$ cat src/rtl/pool_array_2x2_if.sv
// Activation-in / pooled-out stream bundle of pool_array_2x2.
// slave: the pooling block. master: producer of act_*, consumer of pool_*.
interface pool_array_2x2_if #(
  parameter int CH_NUM        = 16,
  parameter int DATA_WIDTH    = 8,
  parameter int ADDRESS_WIDTH = 10
);
  logic                              act_valid_i;
  logic                              act_last_i;
  logic [CH_NUM-1:0][DATA_WIDTH-1:0] act_result_i;
  logic                              pool_valid_o;
  logic                              pool_last_o;
  logic [CH_NUM-1:0][DATA_WIDTH-1:0] pool_result_o;
  logic [ADDRESS_WIDTH-1:0]          pool_result_address_o;

  modport slave (
    input  act_valid_i,
    input  act_last_i,
    input  act_result_i,
    output pool_valid_o,
    output pool_last_o,
    output pool_result_o,
    output pool_result_address_o
  );

  modport master (
    output act_valid_i,
    output act_last_i,
    output act_result_i,
    input  pool_valid_o,
    input  pool_last_o,
    input  pool_result_o,
    input  pool_result_address_o
  );
endinterface

$ cat src/rtl/pool_array_2x2.sv
// Multi-channel 2x2 stride-2 max/avg pooling of a raster activation stream.
// Ports: clk, rst (async low); cfg_* start/width/mode/base; busy_o, err_o;
// io (slave): act_valid/last/result in, pool_valid/last/result/address out.
// POOL_AVG_EN defined: average mode available; undefined: max-only.
module pool_array_2x2 #(
  parameter int CH_NUM        = 16,
  parameter int DATA_WIDTH    = 8,
  parameter int ADDRESS_WIDTH = 10,
  parameter int MAX_FM_WIDTH  = 32
) (
  input  logic                               clk,
  input  logic                               rst,
  input  logic                               cfg_start_i,
  input  logic [$clog2(MAX_FM_WIDTH+1)-1:0]  cfg_fm_width_i,
  input  logic                               cfg_mode_i,
  input  logic [ADDRESS_WIDTH-1:0]           cfg_base_addr_i,
  output logic                               busy_o,
  output logic                               err_o,
  pool_array_2x2_if.slave                    io
);
  localparam int WW       = $clog2(MAX_FM_WIDTH+1);
  localparam int LB_DEPTH = MAX_FM_WIDTH / 2;
  localparam int LBW      = (LB_DEPTH > 1) ? $clog2(LB_DEPTH) : 1;
`ifdef POOL_AVG_EN
  localparam int HW       = DATA_WIDTH + 1;
  localparam int SW       = DATA_WIDTH + 2;
`else
  localparam int HW       = DATA_WIDTH;
`endif

  typedef enum logic {IDLE, RUN} state_t;

  state_t                            state_q;
  logic [WW-1:0]                     width_q;
  logic [WW-1:0]                     col_q;
  logic                              row_q;
  logic [ADDRESS_WIDTH-1:0]          addr_q;
  logic [CH_NUM-1:0][DATA_WIDTH-1:0] hold_q;
  logic [CH_NUM-1:0][HW-1:0]         lb_q [LB_DEPTH];

  logic [CH_NUM-1:0][HW-1:0]         lb_rd;
  logic [CH_NUM-1:0][HW-1:0]         h_c;
  logic [CH_NUM-1:0][DATA_WIDTH-1:0] p_c;
  logic [LBW-1:0]                    lb_idx;
  logic                              beat;
  logic                              col_odd;
  logic                              row_end;
  logic                              cfg_ok;

`ifdef POOL_AVG_EN
  logic                              mode_q;
  logic [CH_NUM-1:0][SW-1:0]         s_c;
`else
  logic                              unused_mode;
  assign unused_mode = cfg_mode_i;
`endif

  function automatic logic [DATA_WIDTH-1:0] max2(
    input logic [DATA_WIDTH-1:0] a,
    input logic [DATA_WIDTH-1:0] b
  );
    return (a > b) ? a : b;
  endfunction

  assign beat    = (state_q == RUN) && io.act_valid_i;
  assign col_odd = col_q[0];
  assign row_end = (col_q == width_q - WW'(1));
  assign cfg_ok  = (cfg_fm_width_i >= WW'(2)) &&
                   (cfg_fm_width_i <= WW'(MAX_FM_WIDTH));
  assign lb_idx  = LBW'(col_q >> 1);
  assign lb_rd   = lb_q[lb_idx];

  // h_c: horizontal pair (held even pixel + current odd pixel).
  // p_c: h_c folded with the line-buffered pair of the row above.
  always_comb begin
    h_c = '0;
    p_c = '0;
`ifdef POOL_AVG_EN
    s_c = '0;
`endif
    for (int c = 0; c < CH_NUM; c++) begin
`ifdef POOL_AVG_EN
      if (mode_q) begin
        h_c[c] = {1'b0, hold_q[c]} + {1'b0, io.act_result_i[c]};
        s_c[c] = {1'b0, h_c[c]} + {1'b0, lb_rd[c]};
        p_c[c] = s_c[c][SW-1:2];
      end else begin
        h_c[c] = {1'b0, max2(hold_q[c], io.act_result_i[c])};
        p_c[c] = max2(h_c[c][DATA_WIDTH-1:0],
                      lb_rd[c][DATA_WIDTH-1:0]);
      end
`else
      h_c[c] = max2(hold_q[c], io.act_result_i[c]);
      p_c[c] = max2(h_c[c], lb_rd[c]);
`endif
    end
  end

  // Contents are don't-care after reset; every read is preceded by a
  // write from the even row of the same map.
  always_ff @(posedge clk) begin
    if (beat && col_odd && !row_q)
      lb_q[lb_idx] <= h_c;
  end

  always_ff @(posedge clk or negedge rst) begin
    if (!rst) begin
      state_q                  <= IDLE;
      width_q                  <= '0;
      col_q                    <= '0;
      row_q                    <= 1'b0;
      addr_q                   <= '0;
      hold_q                   <= '0;
      busy_o                   <= 1'b0;
      err_o                    <= 1'b0;
      io.pool_valid_o          <= 1'b0;
      io.pool_last_o           <= 1'b0;
      io.pool_result_o         <= '0;
      io.pool_result_address_o <= '0;
`ifdef POOL_AVG_EN
      mode_q                   <= 1'b0;
`endif
    end else begin
      err_o          <= 1'b0;
      io.pool_valid_o <= 1'b0;
      io.pool_last_o  <= 1'b0;
      unique case (state_q)
        IDLE: begin
          if (cfg_start_i) begin
            if (cfg_ok) begin
              width_q <= cfg_fm_width_i;
              addr_q  <= cfg_base_addr_i;
              col_q   <= '0;
              row_q   <= 1'b0;
              busy_o  <= 1'b1;
              state_q <= RUN;
`ifdef POOL_AVG_EN
              mode_q  <= cfg_mode_i;
`endif
            end else begin
              err_o <= 1'b1;
            end
          end
        end
        RUN: begin
          if (io.act_valid_i) begin
            // Trailing even column of an odd-width row lands here
            // too, but is never paired.
            if (!col_odd)
              hold_q <= io.act_result_i;
            if (col_odd && row_q) begin
              io.pool_valid_o          <= 1'b1;
              io.pool_result_o         <= p_c;
              io.pool_result_address_o <= addr_q;
              addr_q                   <= addr_q + ADDRESS_WIDTH'(1);
            end
            if (row_end) begin
              col_q <= '0;
              row_q <= ~row_q;
            end else begin
              col_q <= col_q + WW'(1);
            end
            if (io.act_last_i) begin
              io.pool_last_o <= 1'b1;
              busy_o         <= 1'b0;
              state_q        <= IDLE;
            end
          end
        end
        default: state_q <= IDLE;
      endcase
    end
  end
endmodule

$ cat src/flat_wrapper.sv
// flat-port wrapper written by rule: the top's interface ports become plain ports
module pool_array_2x2_flat 
#(
  parameter int CH_NUM        = 16,
  parameter int DATA_WIDTH    = 8,
  parameter int ADDRESS_WIDTH = 10,
  parameter int MAX_FM_WIDTH  = 32
)
  (clk, rst, cfg_start_i, cfg_fm_width_i, cfg_mode_i, cfg_base_addr_i, busy_o, err_o, io_act_valid_i, io_act_last_i, io_act_result_i, io_pool_valid_o, io_pool_last_o, io_pool_result_o, io_pool_result_address_o);
  pool_array_2x2_if #(.CH_NUM(CH_NUM), .DATA_WIDTH(DATA_WIDTH), .ADDRESS_WIDTH(ADDRESS_WIDTH)) io_i ();
  input  logic clk;
  input  logic rst;
  input  logic cfg_start_i;
  input  logic [$clog2(MAX_FM_WIDTH+1)-1:0] cfg_fm_width_i;
  input  logic cfg_mode_i;
  input  logic [ADDRESS_WIDTH-1:0] cfg_base_addr_i;
  output logic busy_o;
  output logic err_o;
  input wire logic [$bits(io_i.act_valid_i)-1:0] io_act_valid_i;
  input wire logic [$bits(io_i.act_last_i)-1:0] io_act_last_i;
  input wire logic [$bits(io_i.act_result_i)-1:0] io_act_result_i;
  output wire logic [$bits(io_i.pool_valid_o)-1:0] io_pool_valid_o;
  output wire logic [$bits(io_i.pool_last_o)-1:0] io_pool_last_o;
  output wire logic [$bits(io_i.pool_result_o)-1:0] io_pool_result_o;
  output wire logic [$bits(io_i.pool_result_address_o)-1:0] io_pool_result_address_o;
  assign io_i.act_valid_i = io_act_valid_i;
  assign io_i.act_last_i = io_act_last_i;
  assign io_i.act_result_i = io_act_result_i;
  assign io_pool_valid_o = io_i.pool_valid_o;
  assign io_pool_last_o = io_i.pool_last_o;
  assign io_pool_result_o = io_i.pool_result_o;
  assign io_pool_result_address_o = io_i.pool_result_address_o;
  pool_array_2x2 #(.CH_NUM(CH_NUM), .DATA_WIDTH(DATA_WIDTH), .ADDRESS_WIDTH(ADDRESS_WIDTH), .MAX_FM_WIDTH(MAX_FM_WIDTH)) u_core (.clk(clk), .rst(rst), .cfg_start_i(cfg_start_i), .cfg_fm_width_i(cfg_fm_width_i), .cfg_mode_i(cfg_mode_i), .cfg_base_addr_i(cfg_base_addr_i), .busy_o(busy_o), .err_o(err_o), .io(io_i));
endmodule
$ cat config.mk
export PLATFORM = sky130hd
export DESIGN_NAME = pool_array_2x2_flat
export DESIGN_NICKNAME = d
export VERILOG_FILES = /design/src/rtl/pool_array_2x2_if.sv /design/src/rtl/pool_array_2x2.sv /design/src/flat_wrapper.sv
export SDC_FILE = /design/constraint.sdc
export NUM_CORES = 2
export LEC_CHECK = 0
export BUFFER_PORTS_ARGS = -buffer_cell sky130_fd_sc_hd__clkbuf_2
export CORE_ASPECT_RATIO = 0.9
export CORE_MARGIN = 3
export CORE_UTILIZATION = 56
export CTS_CLUSTER_DIAMETER = 120
export DETAILED_ROUTE_END_ITERATION = 7
export PLACE_DENSITY_LB_ADDON = 0.15
export SETUP_SLACK_MARGIN = 0.1
export SLEW_MARGIN = 40
export SYNTH_ARGS = -nofsm -noshare
export SYNTH_HDL_FRONTEND = slang
export SYNTH_SLANG_ARGS = --single-unit
$ cat constraint.sdc
create_clock -name clk -period 7.24 [get_ports clk]
set_input_delay 1.086 -clock clk [delete_from_list [all_inputs] [get_ports clk]]
set_output_delay 1.086 -clock clk [all_outputs]
set_load 0.01 [all_outputs]
==> out/metrics.yaml <==
global_routing:
  grt_usage_pct: 25.94
  antenna_found_initial: 13
  grt-ovfl-total: 0
  grt_pass1_wl_mm: 339.7
  grt_max_degree: 143
  grt_pass1_vias: 51290
yosys:
  ys_types: 53
  ys_warn_count: 0
  netlist_instances: 5055
  ys_seq_area_share_pct: 71.48
  synthArstFlopShare_pct: 12.55
  synth-edff-count: 2048
  ys_ff_latch: 2342
  synth-main-ff-cell: "edfxtp_1"
  syn-num-nets: 5464
  syn_area_um2: 96330
  avgSynthCellArea_um2: 19.06
worst_setup_path:
  startpoint: "u_core.col_q[1]$_DFFE_PN0P_"
  start_kind: "flip-flop"
  arrival_ns: 5.53
  crit_end: "u_core.io.pool_result_o[51]$_DFFE_PN0P_"
  required_ns: 7.95
  worstSetupEndpointType: "flip-flop"
  reg2reg_from: "u_core.col_q[1]$_DFFE_PN0P_"
  ff2ff_setup_slack_ns: 2.43
  critPathKind: "flip-flop to flip-flop"
  rr_endpoint: "u_core.io.pool_result_o[51]$_DFFE_PN0P_"
  path_max_fanout: 74
  r2r_cells: 12
die:
  start_util_pct: 56.73
  num_rows: 143
  core_um2: 169800
  io_pins: 292
  die_w_um: 443.2
  dieHeight_um: 399.5
  die-area_um2: 177000
detailed_routing:
  met1Wirelength_mm: 94.69
  wirelength_mm: 226.8
  drt-wirelength-per-cell_um: 28.77
  dr.pass1.iters: 6
  via_per_inst: 6.363
  met3_length_mm: 13.02
  wl_met2_mm: 113.6
  antenna_left: 0
  vias: 50167
  drt_iter0_drc: 4990
  drc_errors: 0
  routed.top_layer: "met4"
place:
  port_buffers: 290
  dpl_cell_area_um2: 101100
  dp_hpwl_mm: 122.6
  placed_cells: 7451
  place_congestion: 0.7816
cells_and_area:
  fin_area_um2: 108500
  final_cell_mix: "edfxtp_1 (2048), mux4_2 (512), dfrtp_1 (292)"
  final_nets: 5840
  final_common_cell: "edfxtp_1"
  layout-drive-gt1-share_pct: 26.05
  final_cells: 7884
  area_growth_pct: 12.59
clock_tree:
  clk_pin_slew_ns: 0.06
  clock_latency_ns: 0.85
  cts_root_buf: "clkbuf_16"
  ctsResizeCount: 0
  cts_buffer_depth: 3
  h-tree-depth: 4
  cts_sinks: 2342
  ctsHoldBuffers: 0
  cts_buffers: 224
  cts_tree: "built"
  cts_setup_buffers: 0
pwr:
  power_density_nw_per_um2: 383.6
  finalPower_mw: 41.61
  p_leak_nw: 37.65
  peakVddDrop_uv: 206.4
sta:
  maxSlewViolCount: 0
  rsz0062_at_grt: "no"
  finalHoldViolCount: 0
  setup_viol: 0
  worst_pin_slew_ns: 0.9693
  finalCritPeriodShare_pct: 66.49
  maxSlewHeadroom_pct: 35.38
  period_needed_ns: 4.814
  finalClockSkew_ns: 0.02158
  fmax_mhz: 207.7
run:
  max_cap_viol_count: 0
status:
  outcome: "finished clean"
worst_hold_path:
  min_path_type: "input port to asynchronous set/reset pin"
==> worst min-delay path by stage <==
| stage | slack, ns | from | cells past startpoint | to |
|---|---|---|---|---|
| 6_report | 0.13 | rst | 1 | u_core.hold_q[103]$_DFFE_PN0P_ |
| 5_1_grt | 0.10 | rst | 1 | u_core.hold_q[103]$_DFFE_PN0P_ |
| 4_1_cts | 0.08 | rst | 1 | u_core.hold_q[103]$_DFFE_PN0P_ |
| 3_5_place_dp | 0.47 | u_core.io.pool_result_address_o[3]$_DFFE_PN0P_ | 2 | u_core.io.pool_result_address_o[3]$_DFFE_PN0P_ |
| 3_3_place_gp | 0.46 | u_core.io.pool_result_address_o[9]$_DFFE_PN0P_ | 2 | u_core.io.pool_result_address_o[9]$_DFFE_PN0P_ |
| 2_1_floorplan | 0.45 | u_core.hold_q[40]$_DFFE_PN0P_ | 2 | u_core.hold_q[40]$_DFFE_PN0P_ |
==> flip-flops by register name, summed over array words and instances, names as in the netlist <==
register and count:
u_core.io.pool_last_o 1, u_core.err_o 1, u_core.io.pool_valid_o 1, u_core.io.pool_result_o 128, u_core.addr_q 10, u_core.row_q 1
u_core.hold_q 128, u_core.io.pool_result_address_o 10, u_core.lb_q 2048, u_core.col_q 6, u_core.width_q 6, u_core.busy_o 1
u_core.state_q 1
==> critical path, stage by stage, from the launching register on <==
cell      delay [ns]
dfrtp_4         0.72
buf_12          0.30
buf_12          0.48
mux4_2          0.60
a22o_1          0.26
a221oi_2        0.29
ha_1            0.31
nor2b_1         0.15
o211ai_1        0.16
a21oi_1         0.08
o22ai_1         0.48
nor2_1          0.30
a221o_1         0.38
==> area by class of cell <==
class | instances | area (um2)
sequential | 2342 | 68860
fill | 11552 | 61330
multi-input combinational | 2275 | 25780
clock buffer | 318 | 6276
timing repair buffer | 396 | 2938
tap | 2247 | 2811
clock inverter | 109 | 1064
inverter | 192 | 720.7
antenna | 5 | 12.51
==> metal layers <==
layer	track usage [%]	vias up
li1	-	21619
met3	3.597	317
met2	43.54	1639
met1	36.37	26592
met5	0	-
met4	6.753	0
==> metrics by stage <==
step	setup WS, ns	hold slack, ns	util (%)	TNS [ns]
2_1_floorplan	-0.4596	0.4498	-	-235.30
3_3_place_gp	1.953	0.4589	59.31	0
3_5_place_dp	1.975	0.4687	59.53	0
4_1_cts	2.418	0.08441	63.85	0
5_1_grt	2.095	0.1000	63.88	0
6_report	2.426	0.1259	63.88	0
==> where the power goes <==
| part | total (mW) | internal (mW) | switching (mW) |
|---|---|---|---|
| Sequential | 18.2 | 17.3 | 0.817 |
| Combinational | 11.8 | 5.06 | 6.74 |
| Clock | 11.6 | 6.68 | 4.97 |
| Total | 41.6 | 29.1 | 12.5 |
==> kinds of logic after synthesis <==
logic type                 after synthesis  synth area share, %
AOI/OAI and AO/OA                      750                6.359
and+or+nand+nor                        596                3.069
buffers and inverters                  438                1.992
muxes                                  663                13.67
xor gates and xnor gates                 7              0.06364
DFF                                   2342                71.48
adders and majority gates              259                3.364
==> synthesized netlist by cell type (18+ instances only) <==
library cell     n  share of area, %
or3_1           33              0.21
inv_1          192              0.75
buf_6           18              0.21
nor3b_1         49              0.38
o21ai_0        152              0.79
a211oi_1        21              0.16
nor2_1          75              0.29
a221o_1         89              0.92
buf_1           46              0.18
mux2_2         104               1.2
a221oi_2        77               1.2
a221oi_1        36              0.33
nand4_1         58              0.38
edfxtp_1      2048                64
a22o_1         115               1.0
o211ai_1        67              0.52
clkbuf_1       126              0.49
mux4_2         512                12
and3_1          20              0.13
a21oi_1         97              0.50
buf_2           33              0.17
a22oi_1         32              0.25
nand2b_1        19              0.12
nor2b_1         27              0.18
nand2_1        244              0.95
ha_1           259               3.4
nor3_1          30              0.16
mux2i_1         47              0.49
dfrtp_1        294               7.6
buf_4           22              0.17
Note: power is estimated with default switching activity, not from simulation.
